### src/rtl/mcpu_kbd_pkg.sv
// Shared types and constants for the MCPU PS/2 keyboard receiver.
package mcpu_kbd_pkg;

  typedef enum logic [1:0] {
    ST_IDLE   = 2'd0,
    ST_DATA   = 2'd1,
    ST_PARITY = 2'd2,
    ST_STOP   = 2'd3
  } kbd_state_e;

  localparam logic [7:0] PS2_BREAK      = 8'hF0;
  localparam logic [7:0] PS2_EXT        = 8'hE0;
  localparam logic       PS2_IDLE_LEVEL = 1'b1;

  // Odd parity holds when the data bits plus the parity bit contain an odd number of ones
  function automatic logic odd_parity_ok(input logic [7:0] data, input logic par);
    return ^{data, par};
  endfunction

endpackage

### src/rtl/mcpu_kbd_ps2_if.sv
// Keyboard-side bus: raw PS/2 pins, CPU pop request and receiver status.
interface mcpu_kbd_ps2_if;
  logic       ps2_clk;
  logic       ps2_data;
  logic       key_ack;
  logic [7:0] keycode;
  logic       key_valid;
  logic       parity_err;
  logic       frame_err;
  logic       overflow;

  modport master (
    output ps2_clk, ps2_data, key_ack,
    input  keycode, key_valid, parity_err, frame_err, overflow
  );

  modport slave (
    input  ps2_clk, ps2_data, key_ack,
    output keycode, key_valid, parity_err, frame_err, overflow
  );
endinterface

### src/rtl/mcpu_kbd_fifo.sv
// Synchronous scan-code FIFO; head is shown combinationally from storage, 0 when empty.
module mcpu_kbd_fifo #(
  parameter int unsigned DEPTH = 8,
  parameter int unsigned WIDTH = 8
) (
  input  logic             clk,
  input  logic             reset,
  input  logic             push,
  input  logic             pop,
  input  logic [WIDTH-1:0] din,
  output logic [WIDTH-1:0] dout,
  output logic             empty,
  output logic             overflow
);
  localparam int unsigned AW = $clog2(DEPTH);

  logic [WIDTH-1:0] mem [DEPTH];
  logic [AW-1:0]    rd_ptr;
  logic [AW-1:0]    wr_ptr;
  logic [AW:0]      count;
  logic             full;
  logic             do_push;
  logic             do_pop;

  assign empty   = (count == '0);
  assign full    = (count == (AW+1)'(DEPTH));
  // A pop in the same cycle frees the slot, so a push into a full FIFO still lands
  assign do_pop  = pop & ~empty;
  assign do_push = push & (~full | do_pop);
  assign dout    = empty ? '0 : mem[rd_ptr];

  always_ff @(posedge clk or posedge reset) begin
    if (reset) begin
      rd_ptr   <= '0;
      wr_ptr   <= '0;
      count    <= '0;
      overflow <= 1'b0;
    end else begin
      if (do_push) wr_ptr <= wr_ptr + AW'(1);
      if (do_pop)  rd_ptr <= rd_ptr + AW'(1);
      count    <= count + (AW+1)'(do_push) - (AW+1)'(do_pop);
      overflow <= overflow | (push & ~do_push);
    end
  end

  always_ff @(posedge clk) begin
    if (do_push) mem[wr_ptr] <= din;
  end

endmodule

### src/rtl/mcpu_kbd_ps2.sv
// PS/2 keyboard receiver: pin sync, frame FSM with timeout, checks, scan-code FIFO.
// Optional MCPU_KBD_BREAK_FILTER_EN drops F0 break prefixes and the byte following them.
module mcpu_kbd_ps2 #(
  parameter int unsigned FIFO_DEPTH     = 8,
  parameter int unsigned TIMEOUT_CYCLES = 2000
) (
  input  logic          clk,
  input  logic          reset,
  mcpu_kbd_ps2_if.slave bus
);
  import mcpu_kbd_pkg::*;

  localparam int unsigned TW = $clog2(TIMEOUT_CYCLES + 1);

  logic [1:0]    clk_s;
  logic [1:0]    data_s;
  logic          clk_prev;
  logic          sample;
  logic          bit_in;

  kbd_state_e    state_q, state_d;
  logic [7:0]    shift_q, shift_d;
  logic [2:0]    cnt_q, cnt_d;
  logic          par_q, par_d;
  logic [TW-1:0] tmo_q, tmo_d;
  logic          push_q, push_d;
  logic [7:0]    push_byte_q;
  logic          perr_q, perr_d;
  logic          ferr_q, ferr_d;
  logic          empty;
  logic [7:0]    head;
  logic          ovf;
`ifdef MCPU_KBD_BREAK_FILTER_EN
  logic          brk_q, brk_d;
`endif

  // Two-flop synchronisers plus edge-detect flop; falling ps2_clk is the sample event
  always_ff @(posedge clk or posedge reset) begin
    if (reset) begin
      clk_s    <= {2{PS2_IDLE_LEVEL}};
      data_s   <= {2{PS2_IDLE_LEVEL}};
      clk_prev <= PS2_IDLE_LEVEL;
    end else begin
      clk_s    <= {clk_s[0], bus.ps2_clk};
      data_s   <= {data_s[0], bus.ps2_data};
      clk_prev <= clk_s[1];
    end
  end

  assign sample = clk_prev & ~clk_s[1];
  assign bit_in = data_s[1];

  always_ff @(posedge clk or posedge reset) begin
    if (reset) begin
      state_q     <= ST_IDLE;
      shift_q     <= '0;
      cnt_q       <= '0;
      par_q       <= 1'b0;
      tmo_q       <= '0;
      push_q      <= 1'b0;
      push_byte_q <= '0;
      perr_q      <= 1'b0;
      ferr_q      <= 1'b0;
`ifdef MCPU_KBD_BREAK_FILTER_EN
      brk_q       <= 1'b0;
`endif
    end else begin
      state_q <= state_d;
      shift_q <= shift_d;
      cnt_q   <= cnt_d;
      par_q   <= par_d;
      tmo_q   <= tmo_d;
      push_q  <= push_d;
      perr_q  <= perr_d;
      ferr_q  <= ferr_d;
      if (push_d) push_byte_q <= shift_q;
`ifdef MCPU_KBD_BREAK_FILTER_EN
      brk_q   <= brk_d;
`endif
    end
  end

  // Frame FSM: next state, datapath updates and push/error decisions
  always_comb begin
    state_d = state_q;
    shift_d = shift_q;
    cnt_d   = cnt_q;
    par_d   = par_q;
    tmo_d   = '0;
    push_d  = 1'b0;
    perr_d  = 1'b0;
    ferr_d  = 1'b0;
`ifdef MCPU_KBD_BREAK_FILTER_EN
    brk_d   = brk_q;
`endif
    if (state_q != ST_IDLE) tmo_d = tmo_q + TW'(1);

    if (sample) begin
      tmo_d = '0;
      unique case (state_q)
        ST_IDLE: begin
          if (!bit_in) begin
            state_d = ST_DATA;
            cnt_d   = '0;
          end
        end
        ST_DATA: begin
          shift_d = {bit_in, shift_q[7:1]};
          if (cnt_q == 3'd7) state_d = ST_PARITY;
          else               cnt_d   = cnt_q + 3'd1;
        end
        ST_PARITY: begin
          par_d   = bit_in;
          state_d = ST_STOP;
        end
        ST_STOP: begin
          state_d = ST_IDLE;
          if (!bit_in) begin
            ferr_d = 1'b1;
          end else if (!odd_parity_ok(shift_q, par_q)) begin
            perr_d = 1'b1;
          end else begin
`ifdef MCPU_KBD_BREAK_FILTER_EN
            if (brk_q)                        brk_d  = 1'b0;
            else if (shift_q == PS2_BREAK)    brk_d  = 1'b1;
            else                              push_d = 1'b1;
`else
            push_d = 1'b1;
`endif
          end
        end
        default: state_d = ST_IDLE;
      endcase
    end else if (state_q != ST_IDLE && tmo_q == TW'(TIMEOUT_CYCLES - 1)) begin
      // Partial frame abandoned silently
      state_d = ST_IDLE;
      tmo_d   = '0;
`ifdef MCPU_KBD_BREAK_FILTER_EN
      brk_d   = 1'b0;
`endif
    end
  end

  mcpu_kbd_fifo #(
    .DEPTH (FIFO_DEPTH),
    .WIDTH (8)
  ) u_fifo (
    .clk      (clk),
    .reset    (reset),
    .push     (push_q),
    .pop      (bus.key_ack),
    .din      (push_byte_q),
    .dout     (head),
    .empty    (empty),
    .overflow (ovf)
  );

  assign bus.keycode    = head;
  assign bus.key_valid  = ~empty;
  assign bus.parity_err = perr_q;
  assign bus.frame_err  = ferr_q;
  assign bus.overflow   = ovf;

endmodule
### src/flat_wrapper.sv
// flat-port wrapper written by rule: the top's interface ports become plain ports
module mcpu_kbd_ps2_flat import mcpu_kbd_pkg::*;
#(
  parameter int unsigned FIFO_DEPTH     = 8,
  parameter int unsigned TIMEOUT_CYCLES = 2000
)
  (clk, reset, bus_ps2_clk, bus_ps2_data, bus_key_ack, bus_keycode, bus_key_valid, bus_parity_err, bus_frame_err, bus_overflow);
  mcpu_kbd_ps2_if bus_i ();
  input  logic clk;
  input  logic reset;
  input wire logic [$bits(bus_i.ps2_clk)-1:0] bus_ps2_clk;
  input wire logic [$bits(bus_i.ps2_data)-1:0] bus_ps2_data;
  input wire logic [$bits(bus_i.key_ack)-1:0] bus_key_ack;
  output wire logic [$bits(bus_i.keycode)-1:0] bus_keycode;
  output wire logic [$bits(bus_i.key_valid)-1:0] bus_key_valid;
  output wire logic [$bits(bus_i.parity_err)-1:0] bus_parity_err;
  output wire logic [$bits(bus_i.frame_err)-1:0] bus_frame_err;
  output wire logic [$bits(bus_i.overflow)-1:0] bus_overflow;
  assign bus_i.ps2_clk = bus_ps2_clk;
  assign bus_i.ps2_data = bus_ps2_data;
  assign bus_i.key_ack = bus_key_ack;
  assign bus_keycode = bus_i.keycode;
  assign bus_key_valid = bus_i.key_valid;
  assign bus_parity_err = bus_i.parity_err;
  assign bus_frame_err = bus_i.frame_err;
  assign bus_overflow = bus_i.overflow;
  mcpu_kbd_ps2 #(.FIFO_DEPTH(FIFO_DEPTH), .TIMEOUT_CYCLES(TIMEOUT_CYCLES)) u_core (.clk(clk), .reset(reset), .bus(bus_i));
endmodule
### config.mk
export PLATFORM = sky130hd
export DESIGN_NAME = mcpu_kbd_ps2_flat
export DESIGN_NICKNAME = d
export VERILOG_FILES = /design/src/rtl/mcpu_kbd_pkg.sv /design/src/rtl/mcpu_kbd_ps2_if.sv /design/src/rtl/mcpu_kbd_fifo.sv /design/src/rtl/mcpu_kbd_ps2.sv /design/src/flat_wrapper.sv
export SDC_FILE = /design/constraint.sdc
export NUM_CORES = 1
export LEC_CHECK = 0
export CORE_UTILIZATION = 50
export CTS_BUF_LIST = sky130_fd_sc_hd__clkbuf_8
export CTS_CLUSTER_DIAMETER = 50
export DETAILED_ROUTE_END_ITERATION = 12
export PLACE_DENSITY = 0.67
export SYNTH_ARGS = -nofsm -noshare
export SYNTH_HDL_FRONTEND = slang
export SYNTH_SLANG_ARGS = --single-unit
### constraint.sdc
create_clock -name clk -period 2.5 [get_ports clk]
set_input_delay 0.625 -clock clk [delete_from_list [all_inputs] [get_ports clk]]
set_output_delay 0.625 -clock clk [all_outputs]
set_load 0.03 [all_outputs]
Yosys cells after proc, flatten, opt, wreduce, memory -nomap -nowiden
Memory sizes are Yosys's and may differ from the RTL's.
Index checks and enable logic that the tools add are counted.

word-level totals
  register bits = 52
  bits in writable memories = 64
  word-level logic and storage cells = 79
  memories kept = 1

operators by class
  $add $sub $neg = 6
  equal/unequal tests = 10
  mux-type cells = 25
  bitwise logic cells = 10
  reductions and logical operators = 11

memory list
  memory             words  bits a word  read ports  clocked after memory_dff  write ports  line                 text
  u_core.u_fifo.mem  8      8            1           0                         1            mcpu_kbd_fifo.sv:17  logic [WIDTH-1:0] mem [DEPTH];

operators with widths
  kind                     count
  $mux W11                 3
  $mux W1                  13
  $add A11 B1 Y11 const B  1
  $eq A11 B11 Y1 const B   1
  $add A3 B1 Y3 const B    3
  $reduce_xor A9 Y1        1
  $mux W2                  4
  $mux W8                  1
  $pmux W2 S4              1
  $mux W3                  2
  $ne A3 B3 Y1 const B     2
  $pmux W3 S2              1
  $reduce_bool A2 Y1       3
  $add A4 B1 Y4            1
  $and A1 B1 Y1            4
  $eq A2 B2 Y1 const B     2
  $eq A4 B4 Y1 const B     1
  $logic_not A4 Y1         1
  $ne A2 B2 Y1 const B     2
  $not A1 Y1               4
  $reduce_and A2 Y1        2
  $reduce_and A4 Y1        1
  $sub A4 B1 Y4            1
  $eq A3 B3 Y1 const B     1
  5 further kinds          6

Logic depth before layout (Yosys ltp)
  depth in word-level cells = 8
  depth in mapped cells = 11
  depth with buffers taken out = 10

Hierarchy
Synthesis repeated with hierarchy kept, for this count alone.

second synthesis, totals
  cells, all modules = 342
  area total of the unflattened synthesis = 5012.3 um^2

modules (own cells, without submodules)
  module         times used  cells an instance  area an instance (um^2)
  mcpu_kbd_fifo  1           192                3154.3
  mcpu_kbd_ps2   1           150                1858.0

Worst setup path before layout
Ideal clock, no wire load.

  path type = flip-flop to flip-flop
  start = register u_core.u_fifo.count[2]
  end = register u_core.u_fifo.count[3]
  library setup time = 0.079 ns
  arrival = 2.326 ns
  setup slack = 0.094 ns
  stages on the path, launching flop included = 12
  clock period less this slack = 2.406 ns
  cells stage by stage = dfrtp_1 -> inv_1 -> ha_1 -> and2_1 -> clkbuf_1 -> inv_1 -> nand2_1 -> or2_2 -> ha_1 -> a21o_1 -> a21oi_1 -> xor2_1

on the way
  longest elaborated chain between the ends = 7
  elaborated cells on any way between the ends = 9
  those cells by class = add/sub (2); eq/ne (1); bitwise (5); reduce/logical (1)

ends and longest elaborated chain
  element                   line                 text
  start: declaration        mcpu_kbd_fifo.sv:20  logic [AW:0] count;
  start signal: assignment  mcpu_kbd_fifo.sv:41  count <= count + (AW+1)'(do_push) - (AW+1)'(do_pop);
  $logic_not A4 Y1 *        mcpu_kbd_fifo.sv:25  assign empty = (count == '0);
  $not A1 Y1 *              --
  via bus_key_valid         flat_wrapper.sv:15   output wire logic [$bits(bus_i.key_valid)-1:0] bus_key_valid;
  $and A1 B1 Y1 *           mcpu_kbd_fifo.sv:28  assign do_pop = pop & ~empty;
  $or A1 B1 Y1              mcpu_kbd_fifo.sv:29  assign do_push = push & (~full | do_pop);
  $and A1 B1 Y1             mcpu_kbd_fifo.sv:29
  $add A4 B1 Y4             mcpu_kbd_fifo.sv:41
  $sub A4 B1 Y4 *           mcpu_kbd_fifo.sv:41

The timed path passes the listed nets; every way through them passes the cells marked *.
A chain may end at the register's enable or synchronous reset.

Worst setup path in the final report
  start = register u_core.u_fifo.rd_ptr[0]
  end = output port bus_keycode[5]

on the way
  longest elaborated chain between the ends = 2

ends and longest elaborated chain
  element                   line                 text
  start: declaration        mcpu_kbd_fifo.sv:18  logic [AW-1:0] rd_ptr;
  start signal: assignment  mcpu_kbd_fifo.sv:40  if (do_pop) rd_ptr <= rd_ptr + AW'(1);
  $mem_v2 Z8 W8             --
  $mux W8                   mcpu_kbd_fifo.sv:30  assign dout = empty ? '0 : mem[rd_ptr];
  end: declaration          flat_wrapper.sv:14   output wire logic [$bits(bus_i.keycode)-1:0] bus_keycode;

No other way between the ends.

==> impl_metrics.toml <==
[clocking]
clk_latency_ps = 420
clockRootBuffer = "clkbuf_8"
cts_buffers = 17
clk_path_buf_depth = 2
clock_sinks = 116
clk_pin_slew_worst_paths_ps = 80
cts_tree = "yes"
cts.htree.levels = 4

[die]
initial_utilization_pct = 51.8
die_w_um = 100
io_pins = 17
coreArea_sq_um = 9280
chipHeight_um = 100
die-area_sq_um = 10000
core.rowCount = 35

[power_and_ir_drop]
power.leakage_nw = 2.30
vdd_ir_drop_max_uv = 534
p_comb_share_pct = 32.8
p_int_w = 0.00409
p_switching_w = 0.00209
p_sw_share_pct = 33.8
power_frac_seq_pct = 39.9
pwr-share-clk_pct = 27.3
power_density_nw_per_um2 = 1090

[timing]
maxSlewViolCount = 0
max_slew_margin_pct = 61.4
finalHoldViolCount = 0
fmax_mhz = 391
period_needed_ps = 2560
tightest_slew_ps = 578
worst_slack_ps = -55.2
rsz0062_at_grt = "true"
period_share_pct = 102
clock_skew_ps = 22.4
holdWs_ps = 358
setup_viol_count_final = 5

[logic_synthesis]
synth_cell_types = 35
syn_area_per_cell_sq_um = 15.6
synth_mux_area_share_pct = 13.7
ys.flop_type = "edfxtp_1"
yosys.area_share.simple_pct = 7.28
synthAdderAreaFrac_pct = 4.06
synth-edff-count = 64
synth-xor-area-share_pct = 4.01
synth-compound-area-share_pct = 2.47
ys_ff_latch = 116
netlist.area_leader.share_pct = 40.0
synth_top_family_by_area = "multiplexers"
synthCells = 309
synth_nets = 329
syn_area_sq_um = 4810
yosysWarnings = 0
synthArstFlopShare_pct = 44.8
synth_area_leaders = "edfxtp_1 (40%), dfrtp_1 (24%), mux4_2 (7.5%), mux2_2 (4.0%), ha_1 (3.6%)"
yosys.area.top_type = "edfxtp_1"
yosysSeqAreaShare_pct = 67.1

[grt]
grt_pass1_wl_um = 13700
grt_overflow_total = 0
grt_pass1_vias = 2753
grt_max_degree = 28
grt_usage_pct = 18.4
antenna_found_initial = 0

[route]
first_pass_iters = 4
drtIter0Drc = 116
via_per_inst = 5.12
drc_errors = 0
wl_um = 7930
num_vias = 2548
wl_per_cell_um = 15.9
antenna_left = 0

[cells_and_area]
syn_to_final_growth_pct = 18.1
drive_gt1_share_pct = 27.9
final_common_cell = "edfxtp_1"
final_area_sq_um = 5680
layout.nets = 376
num_antenna_cells = 0
final_cell_mix = "edfxtp_1 (64), dfrtp_1 (46), nor2_1 (30)"

[critical_path]
startpoint = "u_core.u_fifo.rd_ptr[0]"
timing.rr.start = "u_core.u_fifo.count[3]"
r2r_end = "u_core.u_fifo.count[3]"
crit_end = "bus_keycode[5]"
cp-start-kind = "flop"
reg2regPathDepth = 10
crit_path_end_kind = "primary output"
worstSetupPathType = "flop to primary output"
path_max_fanout = 7
crit_required_ps = 1880
cp.arrival_ps = 1930
ff2ff_setup_slack_ps = 340

[placement]
routabilityCongestion = 0.724
portBuffers = 16
dpl_cell_area_sq_um = 5270
dpl.hpwl_um = 5250
dp_slack_ps = -59.7

[status]
violations = "setup timing"
status = "finished, violations left"

[hold_path]
hold_class = "flop to flop"

[job]
max_cap_violations = 0
power groups by stage:
| stage | Sequential (W) | Clock (W) | Combinational (W) |
|---|---|---|---|
| 6_report | 0.00247 | 0.00169 | 0.00203 |
| 3_5_place_dp | 0.00250 | 0 | 0.00202 |
| 4_1_cts | 0.00247 | 0.00173 | 0.00209 |
| 3_3_place_gp | 0.00248 | 0 | 0.00197 |
| 5_1_grt | 0.00251 | 0.00181 | 0.00224 |
| 2_1_floorplan | 0.00243 | 0 | 0.00146 |
cells by family after synthesis:
family,after synthesis
adder cells (fa/ha/maj),15
multiplexers,43
XOR/XNOR,22
flip-flops,116
buffers and inverters,17
AND/OR/NAND/NOR,77
AO/OA/AOI/OAI,19
layer usage:
layer	GRT usage [%]	share of wire (%)	vias up
met5	0	0	-
met4	5.69	0.42	0
met1	23.6	46	1274
li1	-	-	1221
met3	5.08	3.2	4
met2	30.9	51	49
critical path, cell delays in order (launching register included):
cell	delay (ps)
dfrtp_2	440
buf_12	160
mux4_2	510
mux2i_2	180
nor2_1	60
buf_4	160
worst min path at each step:
| stage | slack (ps) | end | start | depth (start not counted) |
|---|---|---|---|---|
| 6_report | 360 | u_core.data_s[1] | u_core.data_s[0] | 0 |
| 5_1_grt | 360 | u_core.clk_s[1] | u_core.clk_s[0] | 0 |
| 4_1_cts | 360 | u_core.clk_s[1] | u_core.clk_s[0] | 0 |
| 3_5_place_dp | 350 | u_core.data_s[1] | u_core.data_s[0] | 0 |
| 3_3_place_gp | 350 | u_core.data_s[1] | u_core.data_s[0] | 0 |
| 2_1_floorplan | 350 | u_core.clk_s[1] | u_core.clk_s[0] | 0 |
flip-flops by register name, summed over array words and instances (netlist names):
register                flops
u_core.u_fifo.overflow      1
u_core.push_byte_q          8
u_core.u_fifo.count         4
u_core.shift_q              8
u_core.tmo_q               11
u_core.clk_s                2
u_core.push_q               1
u_core.bus.parity_err       1
u_core.par_q                1
u_core.state_q              2
u_core.data_s               2
u_core.bus.frame_err        1
u_core.clk_prev             1
u_core.cnt_q                3
u_core.u_fifo.wr_ptr        3
u_core.u_fifo.mem          64
u_core.u_fifo.rd_ptr        3
Yosys cell counts (2+ instances only):
master	instances
ha_1	14
xnor2_1	17
buf_2	2
mux2_2	17
nor2b_1	5
dfrtp_1	47
edfxtp_1	64
dfstp_2	5
nand3_1	5
mux4_2	16
buf_1	2
xor2_1	5
clkbuf_1	4
nand2_1	21
nand2b_1	4
mux2i_1	9
inv_1	9
nor2_1	30
and3_1	5
a22o_1	2
nor3_1	2
o21ai_0	11
area by class of cell:
cell class              count  area [sq um]
fillers                   703          3600
flip-flops and latches    116          3230
multi-input cells         176          1520
repair buffers             36           343
clock buffers              17           234
clock inverters            15           161
well taps                 129           161
inverters                   9          33.8
repair_timing:
action | 4_1_cts | 5_1_grt
resized for setup | 52 | 2
buffers inserted | 1 | 2
hold buffers | 0 | 0
pin swaps | 2 | 4
cloned | 1 | 0
endpoints found under the setup margin | 9 | 8
metrics by stage:
step                      setup TNS, ps  power [W]  cells  utilization (%)
after global routing               -912    0.00656    498             61.2
after detailed placement           -181    0.00452    464             56.8
after CTS                          -677    0.00629    498             61.4
after floorplan                       0    0.00390    309                -
final                              -146    0.00618    498             61.2
after global placement            -60.0    0.00446    464             56.8
No activity file was read; power rests on OpenSTA's default activity.
